--- config.mk ---
export PLATFORM = sky130hd
export DESIGN_NAME = gps_acq_scheduler
export DESIGN_NICKNAME = d
export VERILOG_FILES = /design/src/rtl/gps_acq_scheduler.sv
export SDC_FILE = /design/constraint.sdc
export NUM_CORES = 1
export LEC_CHECK = 0
export CAP_MARGIN = 10
export CORE_MARGIN = 2
export CORE_UTILIZATION = 55
export DETAILED_ROUTE_END_ITERATION = 16
export PLACE_DENSITY = 0.82
export SYNTH_ARGS = -nofsm -noshare
export SYNTH_HDL_FRONTEND = slang
export SYNTH_SLANG_ARGS = --single-unit
export TNS_END_PERCENT = 5
--- constraint.sdc ---
create_clock -name clk -period 3.65 [get_ports clk]
set_input_delay 0.73 -clock clk [delete_from_list [all_inputs] [get_ports clk]]
set_output_delay 0.73 -clock clk [all_outputs]
set_load 0.005 [all_outputs]
--- src/rtl/gps_acq_scheduler.sv ---
// Acquisition scheduler: walks PRN x Doppler-bin grid, launches the correlator per bin and
// peak-tracks results. Optional per-bin watchdog enabled by defining ACQ_SCHED_TIMEOUT_EN.
module gps_acq_scheduler #(
  parameter logic signed [15:0] DOPPLER_INIT = 16'sd13,
  parameter logic signed [15:0] DOPPLER_STEP = 16'sd13,
  parameter int unsigned        DOPPLER_NUM  = 2,
  parameter logic [11:0]        THRESHOLD    = 12'd300
`ifdef ACQ_SCHED_TIMEOUT_EN
  , parameter int unsigned      TIMEOUT_CYCLES = 2**24
`endif
) (
  input  logic        clk,
  input  logic        rst,
  input  logic        start,
  input  logic        abort,
  input  logic [5:0]  sat_first,
  input  logic [5:0]  sat_last,
  output logic        eng_start,
  output logic [5:0]  eng_sat,
  output logic [15:0] eng_doppler_omega,
  input  logic        eng_corr_complete,
  input  logic [9:0]  eng_code_phase,
  input  logic [4:0]  eng_code_nco_frac,
  input  logic [11:0] eng_integrator,
  input  logic        eng_search_complete,
  output logic        busy,
  output logic        res_valid,
  output logic [5:0]  res_sat,
  output logic [9:0]  res_code_phase,
  output logic [4:0]  res_frac,
  output logic [15:0] res_doppler,
  output logic [11:0] res_metric,
  output logic        res_detect,
  output logic        done,
  output logic        err_timeout
);

  typedef enum logic [2:0] {
    S_IDLE, S_SAT_INIT, S_LAUNCH, S_WAIT, S_BIN_NEXT, S_REPORT, S_DONE
  } state_t;

  localparam logic [7:0] BIN_LAST = 8'(DOPPLER_NUM - 1);

  state_t      state_q, state_d;
  logic [5:0]  sat_q, sat_d;
  logic [5:0]  sat_last_q, sat_last_d;
  logic [7:0]  bin_q, bin_d;
  logic [15:0] omega_q, omega_d;
  logic        corr_prev_q, corr_prev_d;
  logic [11:0] best_metric_q, best_metric_d;
  logic [9:0]  best_phase_q, best_phase_d;
  logic [4:0]  best_frac_q, best_frac_d;
  logic [15:0] best_doppler_q, best_doppler_d;
  logic        busy_q, busy_d;
  logic        eng_start_q, eng_start_d;
  logic        res_valid_q, res_valid_d;
  logic [5:0]  res_sat_q, res_sat_d;
  logic [9:0]  res_phase_q, res_phase_d;
  logic [4:0]  res_frac_q, res_frac_d;
  logic [15:0] res_doppler_q, res_doppler_d;
  logic [11:0] res_metric_q, res_metric_d;
  logic        res_detect_q, res_detect_d;
  logic        done_q, done_d;
`ifdef ACQ_SCHED_TIMEOUT_EN
  logic [31:0] cnt_q, cnt_d;
  logic        err_q, err_d;
`endif

  logic        corr_rise;
  logic [11:0] metric;

  assign corr_rise = eng_corr_complete && !corr_prev_q;
  // Distance from the uncorrelated midpoint; 0 maps to 2048, which still fits 12 bits.
  assign metric = eng_integrator[11] ? {1'b0, eng_integrator[10:0]}
                                     : 12'd2048 - eng_integrator;

  always_comb begin
    // NOTE: every _d gets a default first so no path through the case infers a latch.
    state_d        = state_q;
    sat_d          = sat_q;
    sat_last_d     = sat_last_q;
    bin_d          = bin_q;
    omega_d        = omega_q;
    corr_prev_d    = eng_corr_complete;
    best_metric_d  = best_metric_q;
    best_phase_d   = best_phase_q;
    best_frac_d    = best_frac_q;
    best_doppler_d = best_doppler_q;
    eng_start_d    = 1'b0;
    res_valid_d    = 1'b0;
    res_sat_d      = res_sat_q;
    res_phase_d    = res_phase_q;
    res_frac_d     = res_frac_q;
    res_doppler_d  = res_doppler_q;
    res_metric_d   = res_metric_q;
    res_detect_d   = res_detect_q;
    done_d         = 1'b0;
`ifdef ACQ_SCHED_TIMEOUT_EN
    cnt_d          = cnt_q;
    err_d          = err_q;
`endif

    unique case (state_q)
      S_IDLE: begin
        if (start && !abort) begin
          state_d    = S_SAT_INIT;
          sat_d      = sat_first;
          sat_last_d = (sat_first > sat_last) ? sat_first : sat_last;
`ifdef ACQ_SCHED_TIMEOUT_EN
          err_d      = 1'b0;
`endif
        end
      end
      S_SAT_INIT: begin
        omega_d        = DOPPLER_INIT;
        bin_d          = 8'd0;
        best_metric_d  = 12'd0;
        best_phase_d   = 10'd0;
        best_frac_d    = 5'd0;
        best_doppler_d = 16'd0;
        eng_start_d    = 1'b1;
        state_d        = S_LAUNCH;
      end
      S_LAUNCH: begin
        state_d = S_WAIT;
`ifdef ACQ_SCHED_TIMEOUT_EN
        cnt_d   = 32'd0;
`endif
      end
      S_WAIT: begin
        // Sample before leaving so a result coincident with bin completion is kept.
        if (corr_rise && (metric > best_metric_q)) begin
          best_metric_d  = metric;
          best_phase_d   = eng_code_phase;
          best_frac_d    = eng_code_nco_frac;
          best_doppler_d = omega_q;
        end
        if (eng_search_complete) begin
          state_d = S_BIN_NEXT;
`ifdef ACQ_SCHED_TIMEOUT_EN
        end else if (cnt_q == TIMEOUT_CYCLES - 1) begin
          err_d   = 1'b1;
          state_d = S_BIN_NEXT;
        end else begin
          cnt_d   = cnt_q + 32'd1;
`endif
        end
      end
      S_BIN_NEXT: begin
        if (bin_q < BIN_LAST) begin
          bin_d       = bin_q + 8'd1;
          omega_d     = omega_q + DOPPLER_STEP;
          eng_start_d = 1'b1;
          state_d     = S_LAUNCH;
        end else begin
          res_valid_d   = 1'b1;
          res_sat_d     = sat_q;
          res_phase_d   = best_phase_q;
          res_frac_d    = best_frac_q;
          res_doppler_d = best_doppler_q;
          res_metric_d  = best_metric_q;
          res_detect_d  = best_metric_q >= THRESHOLD;
          state_d       = S_REPORT;
        end
      end
      S_REPORT: begin
        if (sat_q < sat_last_q) begin
          sat_d   = sat_q + 6'd1;
          state_d = S_SAT_INIT;
        end else begin
          done_d  = 1'b1;
          state_d = S_DONE;
        end
      end
      S_DONE: state_d = S_IDLE;
      default: state_d = S_IDLE;
    endcase

    if (abort && (state_q != S_IDLE)) begin
      state_d     = S_IDLE;
      eng_start_d = 1'b0;
      res_valid_d = 1'b0;
      done_d      = 1'b0;
    end

    busy_d = (state_d != S_IDLE);
  end

  always_ff @(posedge clk or negedge rst) begin
    if (!rst) begin
      state_q        <= S_IDLE;
      sat_q          <= 6'd0;
      sat_last_q     <= 6'd0;
      bin_q          <= 8'd0;
      omega_q        <= 16'd0;
      corr_prev_q    <= 1'b0;
      best_metric_q  <= 12'd0;
      best_phase_q   <= 10'd0;
      best_frac_q    <= 5'd0;
      best_doppler_q <= 16'd0;
      busy_q         <= 1'b0;
      eng_start_q    <= 1'b0;
      res_valid_q    <= 1'b0;
      res_sat_q      <= 6'd0;
      res_phase_q    <= 10'd0;
      res_frac_q     <= 5'd0;
      res_doppler_q  <= 16'd0;
      res_metric_q   <= 12'd0;
      res_detect_q   <= 1'b0;
      done_q         <= 1'b0;
`ifdef ACQ_SCHED_TIMEOUT_EN
      cnt_q          <= 32'd0;
      err_q          <= 1'b0;
`endif
    end else begin
      // NOTE: non-blocking assignments so every flop samples the pre-edge values.
      state_q        <= state_d;
      sat_q          <= sat_d;
      sat_last_q     <= sat_last_d;
      bin_q          <= bin_d;
      omega_q        <= omega_d;
      corr_prev_q    <= corr_prev_d;
      best_metric_q  <= best_metric_d;
      best_phase_q   <= best_phase_d;
      best_frac_q    <= best_frac_d;
      best_doppler_q <= best_doppler_d;
      busy_q         <= busy_d;
      eng_start_q    <= eng_start_d;
      res_valid_q    <= res_valid_d;
      res_sat_q      <= res_sat_d;
      res_phase_q    <= res_phase_d;
      res_frac_q     <= res_frac_d;
      res_doppler_q  <= res_doppler_d;
      res_metric_q   <= res_metric_d;
      res_detect_q   <= res_detect_d;
      done_q         <= done_d;
`ifdef ACQ_SCHED_TIMEOUT_EN
      cnt_q          <= cnt_d;
      err_q          <= err_d;
`endif
    end
  end

  assign eng_start         = eng_start_q;
  assign eng_sat           = sat_q;
  assign eng_doppler_omega = omega_q;
  assign busy              = busy_q;
  assign res_valid         = res_valid_q;
  assign res_sat           = res_sat_q;
  assign res_code_phase    = res_phase_q;
  assign res_frac          = res_frac_q;
  assign res_doppler       = res_doppler_q;
  assign res_metric        = res_metric_q;
  assign res_detect        = res_detect_q;
  assign done              = done_q;
`ifdef ACQ_SCHED_TIMEOUT_EN
  assign err_timeout       = err_q;
`else
  assign err_timeout       = 1'b0;
`endif

endmodule
After elaboration in Yosys (flattened, before gate mapping)
Index checks and enable logic that the tools add are counted.
- $add $sub $neg: 4
- order comparisons: 5
- equal/unequal tests: 9
- mux-type cells: 32
- bitwise gates (word level): 1
- reduce and logical (&&, ||, !) cells: 17
- operators with widths (cell ; count):
    16-bit case mux with 2 select lines ; 2
    16-bit 2-to-1 mux ; 2
    12-bit 2-to-1 mux ; 2
    12-bit case mux with 2 select lines ; 1
    10-bit case mux with 2 select lines ; 1
    6-bit 2-to-1 mux ; 3
    3-bit case mux with 6 select lines ; 1
    16-bit by 4-bit adder with 16-bit output, second input constant ; 1
    8-bit case mux with 2 select lines ; 1
    3-bit 2-to-1 mux ; 5
    12-bit by 9-bit >= comparator with 1-bit output, second input constant ; 1
    12-bit greater-than comparator ; 1
    6-bit case mux with 2 select lines ; 1
    12-bit subtractor, first input constant ; 1
    10-bit 2-to-1 mux ; 1
    5-bit case mux with 2 select lines ; 1
    8-bit by 1-bit adder with 8-bit output, second input constant ; 1
    8-bit by 1-bit less-than comparator with 1-bit output, second input constant ; 1
    1-bit 2-to-1 mux ; 8
    8-bit 2-to-1 mux ; 1
    2-bit inequality test, second input constant ; 4
    2-bit AND reduction ; 4
    6-bit by 1-bit adder with 6-bit output, second input constant ; 1
    3-bit by 2-bit equality test with 1-bit output, second input constant ; 2
    other kinds (13) ; 21
- register bits after elaboration: 137
- input port bits: 45
- output and inout bits: 77
- word-level logic and storage cells: 88

Logic depth before layout (Yosys ltp)
Gate-level depths: netlist of run 1.
- word-level depth: 6
- gate-level depth with buffers: 12
- gate-level depth less buffers: 10

Worst setup path before layout of run 1
OpenSTA, ideal clock, no wires.
- kind: in2reg
- start: in eng_integrator[4]
- end: reg best_metric_q[1]
- library setup time: 126 ps
- data arrival time: 3097 ps
- data required time: 3524 ps
- slack: 427 ps
- stages on the path: 10
- buffers on the path: 1
- path through: nor4_1 -> and2_1 -> a21oi_1 -> xor2_1 -> ha_1 -> nand4_1 -> o311ai_4 -> a31oi_4 -> buf_2 -> a221o_1
- word-level cells in the longest chain between the ends: 6
- ends and longest elaborated chain (element ; RTL line ; source):
    start, declared ; 24 ; input logic [11:0] eng_integrator,
    12-bit subtractor ; 75 ; : 12'd2048 - eng_integrator;
    12-bit 2-to-1 mux * ; 74 ; assign metric = eng_integrator[11] ? {1'b0, eng_integrator[10:0]}
    12-bit greater-than comparator * ; 132 ; if (corr_rise && (metric > best_metric_q)) begin
    1-bit logical AND * ; 132 ;
    2-bit inequality test (no source line) * ; -- ;
    2-bit AND reduction (no source line) * ; -- ;
    end signal, assigned ; 223 ; best_metric_q <= best_metric_d;
    end, declared ; 50 ; logic [11:0] best_metric_q, best_metric_d;
Mark *: on every way between the ends. The rest lies on a longest branch, timed or not.
A chain may end at the register's enable or synchronous reset.

Worst setup path after layout of run 1
- start: in eng_integrator[5]
- end: reg best_phase_q[7]
- word-level cells in the longest chain between the ends: 6
- ends and longest elaborated chain (element ; RTL line ; source):
    12-bit subtractor ; 75 ;
    12-bit 2-to-1 mux * ; 74 ;
    12-bit greater-than comparator * ; 132 ;
    1-bit logical AND * ; 132 ;
    2-bit inequality test (no source line) * ; -- ;
    2-bit AND reduction (no source line) * ; -- ;
    end signal, assigned ; 224 ; best_phase_q <= best_phase_d;
    end, declared ; 51 ; logic [9:0] best_phase_q, best_phase_d;
Marked as above.

==> results of run 1 <==
[state kept, by name, indices dropped and copies added, names as in the netlist, 3 cells and up]
name               count
best_doppler_q        16
best_frac_q            5
best_metric_q         12
best_phase_q          10
bin_q                  8
eng_doppler_omega     16
eng_sat                6
res_code_phase        10
res_doppler           16
res_frac               5
res_metric            12
res_sat                6
sat_last_q             6
state_q                3
[cells in the final DEF, fill, tap and decap left out, drive strengths merged, types with 2 or more instances in the layout]
cell type      instances
a211o                  6
a211oi                 5
a21o                   2
a21oi                 27
a221o                 38
a31oi                 13
and2                   4
and3                  70
and4                  10
buf                   31
clkbuf                19
clkdlybuf4s50        119
clkinv                 5
clkinvlp               4
dfrtp                137
ha                    28
inv                   37
mux2                  51
mux2i                  7
nand2                 21
nand2b                 3
nand3                  8
nand4                  5
nor2                  53
nor2b                  2
nor3                  11
nor3b                  6
nor4                  10
o211ai                 3
o21ai                 18
o22a                   4
o311ai                 2
or2                    2
or3                    3
xnor2                 11
xor2                   8
[power by group through the flow]
stage | clock, uW | combinational (uW) | sequential (uW)
after floorplan | 0 | 1360 | 2240
after global placement | 0 | 2080 | 2330
after detailed placement | 0 | 2200 | 2370
after CTS | 1660 | 2250 | 2350
after global routing | 1730 | 2450 | 2410
final | 1650 | 2250 | 2350
[logic make-up (layout without fill, tap and decap cells)]
family,count (synthesis),count (layout),synth area share [%]
other,1,1,0.0524
AO/OA/AOI/OAI,127,127,13.9
XOR/XNOR,19,19,2.33
buffers and inverters,76,216,4.95
AND/OR/NAND/NOR,210,210,17.0
flip-flops,137,137,47.9
multiplexers,58,58,9.00
adder cells (fa/ha/maj),28,28,4.90
[worst min path at each step]
stage,start,end,slack (ps),cells after the start
finish,rst,res_metric[7],460,1
global route,res_frac[0],res_frac[0],520,1
floorplan,rst,best_doppler_q[0],430,0
global placement,sat_last_q[1],sat_last_q[1],470,2
CTS,sat_last_q[1],sat_last_q[1],490,2
detailed placement,sat_last_q[1],sat_last_q[1],470,2
[through the flow]
stage                     setup WS (ps)  hold slack (ps)  power (uW)  setup TNS [ps]  cells
after global routing               69.5              517        6590               0    968
after floorplan                     427              434        3600               0    656
after detailed placement          -81.1              473        4560           -2330    936
after CTS                           290              486        6250               0    968
final                               236              464        6250               0    968
after global placement             10.3              470        4410               0    936
[cell type report]
class,instances,area share (%)
inverter,34,1.42
sequential,137,37.3
timing repair buffer,150,15.9
tap,172,2.34
multi-input combinational,443,36.8
clock inverter,13,1.29
clock buffer,19,4.93
[per-layer routing]
layer | routed length [um] | vias to the layer above
met5 | 0 | -
met4 | 420 | 0
met3 | 907 | 42
met2 | 9180 | 223
met1 | 7560 | 2913
li1 | - | 2678
==> results.py, run 1 <==
metrics = {
    "status": {
        "status": "completed",
    },
    "floorplan": {
        "die_h_um": 118,
        "rows": 41,
        "ioPinCount": 122,
        "fp.dieW_um": 118,
        "initial_core_util_pct": 56.5,
        "core_sq_mm": 0.0127,
        "die-area_sq_mm": 0.0139,
    },
    "worst_hold_path": {
        "hp-class": "in2async",
    },
    "grt": {
        "use_met1_pct": 33.9,
        "use_met3_pct": 4.60,
        "grt_pass1_wl_um": 30200,
        "grt_use_total_pct": 26.8,
        "antenna_found_initial": 0,
        "grt_pass1_vias": 6148,
        "gr-usage-met2_pct": 46.2,
        "grt-busiest-layer": "met2",
        "grt-ovfl-total": 0,
        "grt_max_degree": 114,
    },
    "route": {
        "via_per_inst": 6.05,
        "routed_wl_um": 18100,
        "final_antenna_net_count": 0,
        "vias": 5856,
        "drc": 0,
        "avgRoutedWirePerCell_um": 18.7,
        "dr.first_iter.drc_count": 613,
        "firstDrtPassIters": 5,
    },
    "logic_synthesis": {
        "synth_area_sq_mm": 0.00716,
        "synthTopCellsByCount": "137 x dfrtp_1, 70 x and3_1, 52 x nor2_1",
        "seq_area_frac_synth_pct": 47.9,
        "synth.most_common_cell": "dfrtp_1",
        "syn_area_per_cell_sq_um": 10.9,
        "synthDistinctLibCells": 62,
        "synth_top_area_share_pct": 47.9,
        "mappedNetlistNets": 729,
        "synth-seq-cells": 137,
        "synth_edf_count": 0,
        "synth_area_leaders": "dfrtp_1 48%, mux2_2 8.0%, and3_1 6.1%, a221o_1 5.3%, ha_1 4.9%",
        "syn_inst": 656,
        "synth_top_cell_by_area": "dfrtp_1",
        "synthFlopType": "dfrtp_1",
        "async_flop_share_pct": 100,
        "synth_warnings": 0,
    },
    "power_and_ir_drop": {
        "clockPowerShare_pct": 26.4,
        "combPwrFrac_pct": 36.0,
        "internal_power_uw": 4170,
        "p_leak_uw": 0.00421,
        "power_density_mw_per_mm2": 680,
        "seq_power_share_pct": 37.7,
        "peakVddDrop_v": 0.000392,
        "power_switching_uw": 2080,
        "swShare_pct": 33.3,
    },
    "setup_path": {
        "r2r-end": "res_code_phase[5]",
        "crit_top_cell": "buf_4",
        "worstRegToRegCells": 7,
        "r2r_start": "bin_q[0]",
        "setup.worst_path.class": "in2reg",
        "critPathBufInv": 3,
        "slowest_delay_ps": 430,
        "cp_top_family": "buffers and inverters",
        "startpoint_type": "primary input",
        "crit_slowest_cell": "clkdlybuf4s50_1",
        "critPathCapture": "best_phase_q[7]",
        "critPathRequiredTime_ps": 4000,
        "critPathMaxFanout": 38,
        "cp-end-kind": "flip-flop",
        "crit_start": "eng_integrator[5]",
        "rrSetupSlack_ps": 1020,
        "worst-path-stages": 12,
        "crit_chain": "clkdlybuf4s50_1 -> nor4_1 -> buf_4 -> and2_1 -> a21oi_1 -> xor2_1 -> ha_1 -> nand4_2 -> o311ai_4 -> buf_4 -> and3_1 -> a221o_1",
        "critical_path_arrival_ps": 3760,
    },
    "sta": {
        "hold_viol": 0,
        "max_freq_ghz": 0.293,
        "fin_crit_sh_pct": 93.5,
        "tightest_slew_ps": 982,
        "slew_headroom_pct": 34.6,
        "finalCriticalPeriod_ps": 3410,
        "skew_ps": 7.74,
        "rsz0062_at_grt": "no",
        "setup_viol": 0,
        "finalMaxSlewViolations": 0,
    },
    "clock_tree": {
        "cts_setup_buffers": 0,
        "numCtsBuffers": 17,
        "clockRootBuffer": "clkbuf_16",
        "cts.reportedPaths.clkPinSlew_ps": 60,
        "clockBufferDepth": 2,
        "clock_latency_ps": 420,
        "cts_max_level": 4,
        "postCtsHoldBufs": 0,
        "clock-sinks": 137,
        "cts_tree": "built",
        "ctsResizeCount": 0,
    },
    "finish": {
        "diodes": 0,
        "final_area_sq_mm": 0.00919,
        "syn2layout_area_growth_pct": 28.4,
        "multi_input_area_sq_mm": 0.00338,
        "fillers": 852,
        "final_util_pct": 72.5,
        "final_layout_size_suffix_gt1_share_pct": 16.3,
        "fin_nets": 856,
        "regArea_sq_mm": 0.00343,
    },
    "placed_design": {
        "place_area_sq_mm": 0.00862,
        "io_buffers": 120,
        "gp_congestion": 0.857,
        "dp_hpwl_um": 12100,
    },
    "flow_run": {
        "drv_cap": 0,
    },
}
(Power assumes the default switching activity.)
==> run 2, diff against run 1 <==
--- a/config.mk
+++ b/config.mk
@@ -10,6 +10,7 @@
 export CORE_UTILIZATION = 55
 export DETAILED_ROUTE_END_ITERATION = 16
 export PLACE_DENSITY = 0.82
+export REMOVE_ABC_BUFFERS = 1
 export SYNTH_ARGS = -nofsm -noshare
 export SYNTH_HDL_FRONTEND = slang
 export SYNTH_SLANG_ARGS = --single-unit
==> run 2 against run 1 <==
Net effect: non-clock buffer count grew 1; worst setup slack gained 15 ps; core utilization grew 1.1 points; total power grew 4.8%; combinational power is essentially flat; first-iteration DRC count shrank 29%; die area is the same; global-route usage shrank 0.088 points; hold slack lost 110 ps; via count is essentially flat; largest cell class unchanged; highest routed layer unchanged.
==> results.py, run 2 (same netlist as run 1, synthesis figures left out) <==
metrics = {
    "status": {
        "status": "completed",
    },
    "power_and_ir_drop": {
        "swShare_pct": 31.2,
        "p_leak_uw": 0.00428,
        "peakVddDrop_v": 0.000480,
        "seq_power_share_pct": 35.7,
        "clockPowerShare_pct": 30.2,
        "power_density_mw_per_mm2": 702,
        "fin_total_pwr_uw": 6550,
        "power_switching_uw": 2040,
        "combPwrFrac_pct": 34.1,
        "internal_power_uw": 4510,
    },
    "setup_path": {
        "slowest_delay_ps": 440,
        "crit_slowest_cell": "clkdlybuf4s50_1",
        "worst-path-stages": 11,
        "critPathBufInv": 2,
        "critPathMaxFanout": 38,
        "startpoint_type": "primary input",
        "setup.worst_path.class": "in2reg",
        "worstRegToRegCells": 5,
        "cp_top_family": "simple AND/OR/NAND/NOR gates",
        "cp-end-kind": "flip-flop",
        "crit_chain": "clkdlybuf4s50_1 -> nor4_2 -> and2_1 -> a21oi_1 -> xor2_1 -> ha_1 -> nand4_1 -> o311ai_4 -> buf_4 -> and3_1 -> a221o_1",
        "critPathRequiredTime_ps": 4010,
        "critical_path_arrival_ps": 3760,
    },
    "clock_tree": {
        "clock_latency_ps": 430,
        "cts_max_level": 4,
        "cts.reportedPaths.clkPinSlew_ps": 60,
        "ctsResizeCount": 0,
        "cts_setup_buffers": 0,
        "cts_tree": "built",
        "postCtsHoldBufs": 0,
        "clockRootBuffer": "clkbuf_16",
        "clock-sinks": 137,
        "clockBufferDepth": 2,
        "numCtsBuffers": 17,
    },
    "route": {
        "avgRoutedWirePerCell_um": 18.4,
        "drc": 0,
        "dr.first_iter.drc_count": 437,
        "routed_wl_um": 17800,
        "via_per_inst": 6.04,
        "vias": 5854,
        "final_antenna_net_count": 0,
        "firstDrtPassIters": 5,
    },
    "grt": {
        "grt-ovfl-total": 0,
        "grt-busiest-layer": "met2",
        "antenna_found_initial": 0,
        "use_met1_pct": 32.9,
        "grt_pass1_vias": 6016,
        "use_met3_pct": 6.93,
        "grt_pass1_wl_um": 30100,
        "grt_use_total_pct": 26.7,
        "grt_max_degree": 88,
        "gr-usage-met2_pct": 44.7,
    },
    "finish": {
        "final_area_sq_mm": 0.00933,
        "final_layout_size_suffix_gt1_share_pct": 16.3,
        "fillers": 880,
        "diodes": 0,
        "final_util_pct": 73.6,
        "final_common_cell": "dfrtp_1",
        "most-common-layout-cells": "137 x dfrtp_1, 119 x clkdlybuf4s50_1, 70 x and3_1",
        "syn2layout_area_growth_pct": 30.4,
        "fin_nets": 857,
    },
    "floorplan": {
        "die_h_um": 118,
        "core_sq_mm": 0.0127,
        "fp.dieW_um": 118,
        "die-area_sq_mm": 0.0139,
        "ioPinCount": 122,
        "rows": 41,
        "initial_core_util_pct": 56.5,
    },
    "flow_run": {
        "drv_cap": 0,
    },
    "placed_design": {
        "gp_congestion": 0.955,
        "place_area_sq_mm": 0.00865,
        "dp_hpwl_um": 11700,
        "io_buffers": 120,
    },
    "sta": {
        "finalMaxSlewViolations": 0,
        "max_freq_ghz": 0.294,
        "setup_viol": 0,
        "totalNegativeSetupSlack_ps": 0,
        "fin_crit_sh_pct": 93.1,
        "slew_headroom_pct": 21.1,
        "finalCriticalPeriod_ps": 3400,
        "rsz0062_at_grt": "no",
        "tightest_slew_ps": 1180,
        "hold_viol": 0,
        "skew_ps": 7.79,
    },
    "worst_hold_path": {
        "hp-class": "in2async",
    },
}
## run 2: cell count changes in the layout (fill, tap and decap cells not counted), sizes merged
cell      previous run  this run
clkinv               5         4
clkinvlp             4         0
inv                 37        35
clkbuf              19        21
bufinv               1         6
buf                 31        32
## run 2: final cells by class
type | count | area, sq um | area share, %
Inverter | 34 | 130 | 1.39
Timing Repair Buffer | 151 | 1500 | 16.0
Tap cell | 172 | 215 | 2.31
Sequential cell | 137 | 3430 | 36.7
Clock inverter | 11 | 216 | 2.32
Clock buffer | 21 | 460 | 4.93
Multi-Input combinational cell | 443 | 3380 | 36.3
## run 2: path summary, 6_finish.rpt
path / slack (ps) / from / endpoint
min in group clk: 500 / sat_last_q[1] / sat_last_q[1]
max in group asynchronous: 2530 / rst / res_doppler[8]
setup / recovery: 250 / eng_integrator[4] / best_doppler_q[3]
setup reg to reg: 1130 / state_q[2] / best_frac_q[4]
hold reg to reg: 500 / sat_last_q[1] / sat_last_q[1]
hold / removal: 360 / rst / sat_last_q[3]
## run 2: stage by stage
step                      cells  hold WS [ps]  setup WS, ps
after floorplan             614           434          -122
after global placement      937           471         -43.3
after detailed placement    937           474          -146
after CTS                   969           396           206
after global routing        969           428          85.6
final                       969           355           251
## run 2: layer usage
layer | up-vias | share of wire (%)
met1 | 2925 | 41
li1 | 2677 | -
met5 | - | 0
met4 | 0 | 1.9
met3 | 32 | 6.5
met2 | 220 | 51
## run 2: worst reg2reg max path: cells and delay by family, from the launching register on
kind,cells,cell delay (ps)
AND/OR/NAND/NOR,3,1040
buffers and inverters,1,520
AO/OA/AOI/OAI,1,300
flip-flops,1,530
## run 2: power by group through the flow
stage,sequential (uW),combinational [uW],clock [uW]
5_1_grt,2400,2450,2070
4_1_cts,2330,2230,1990
6_report,2340,2230,1980
3_3_place_gp,2320,2080,0
2_1_floorplan,2270,1250,0
3_5_place_dp,2340,2190,0
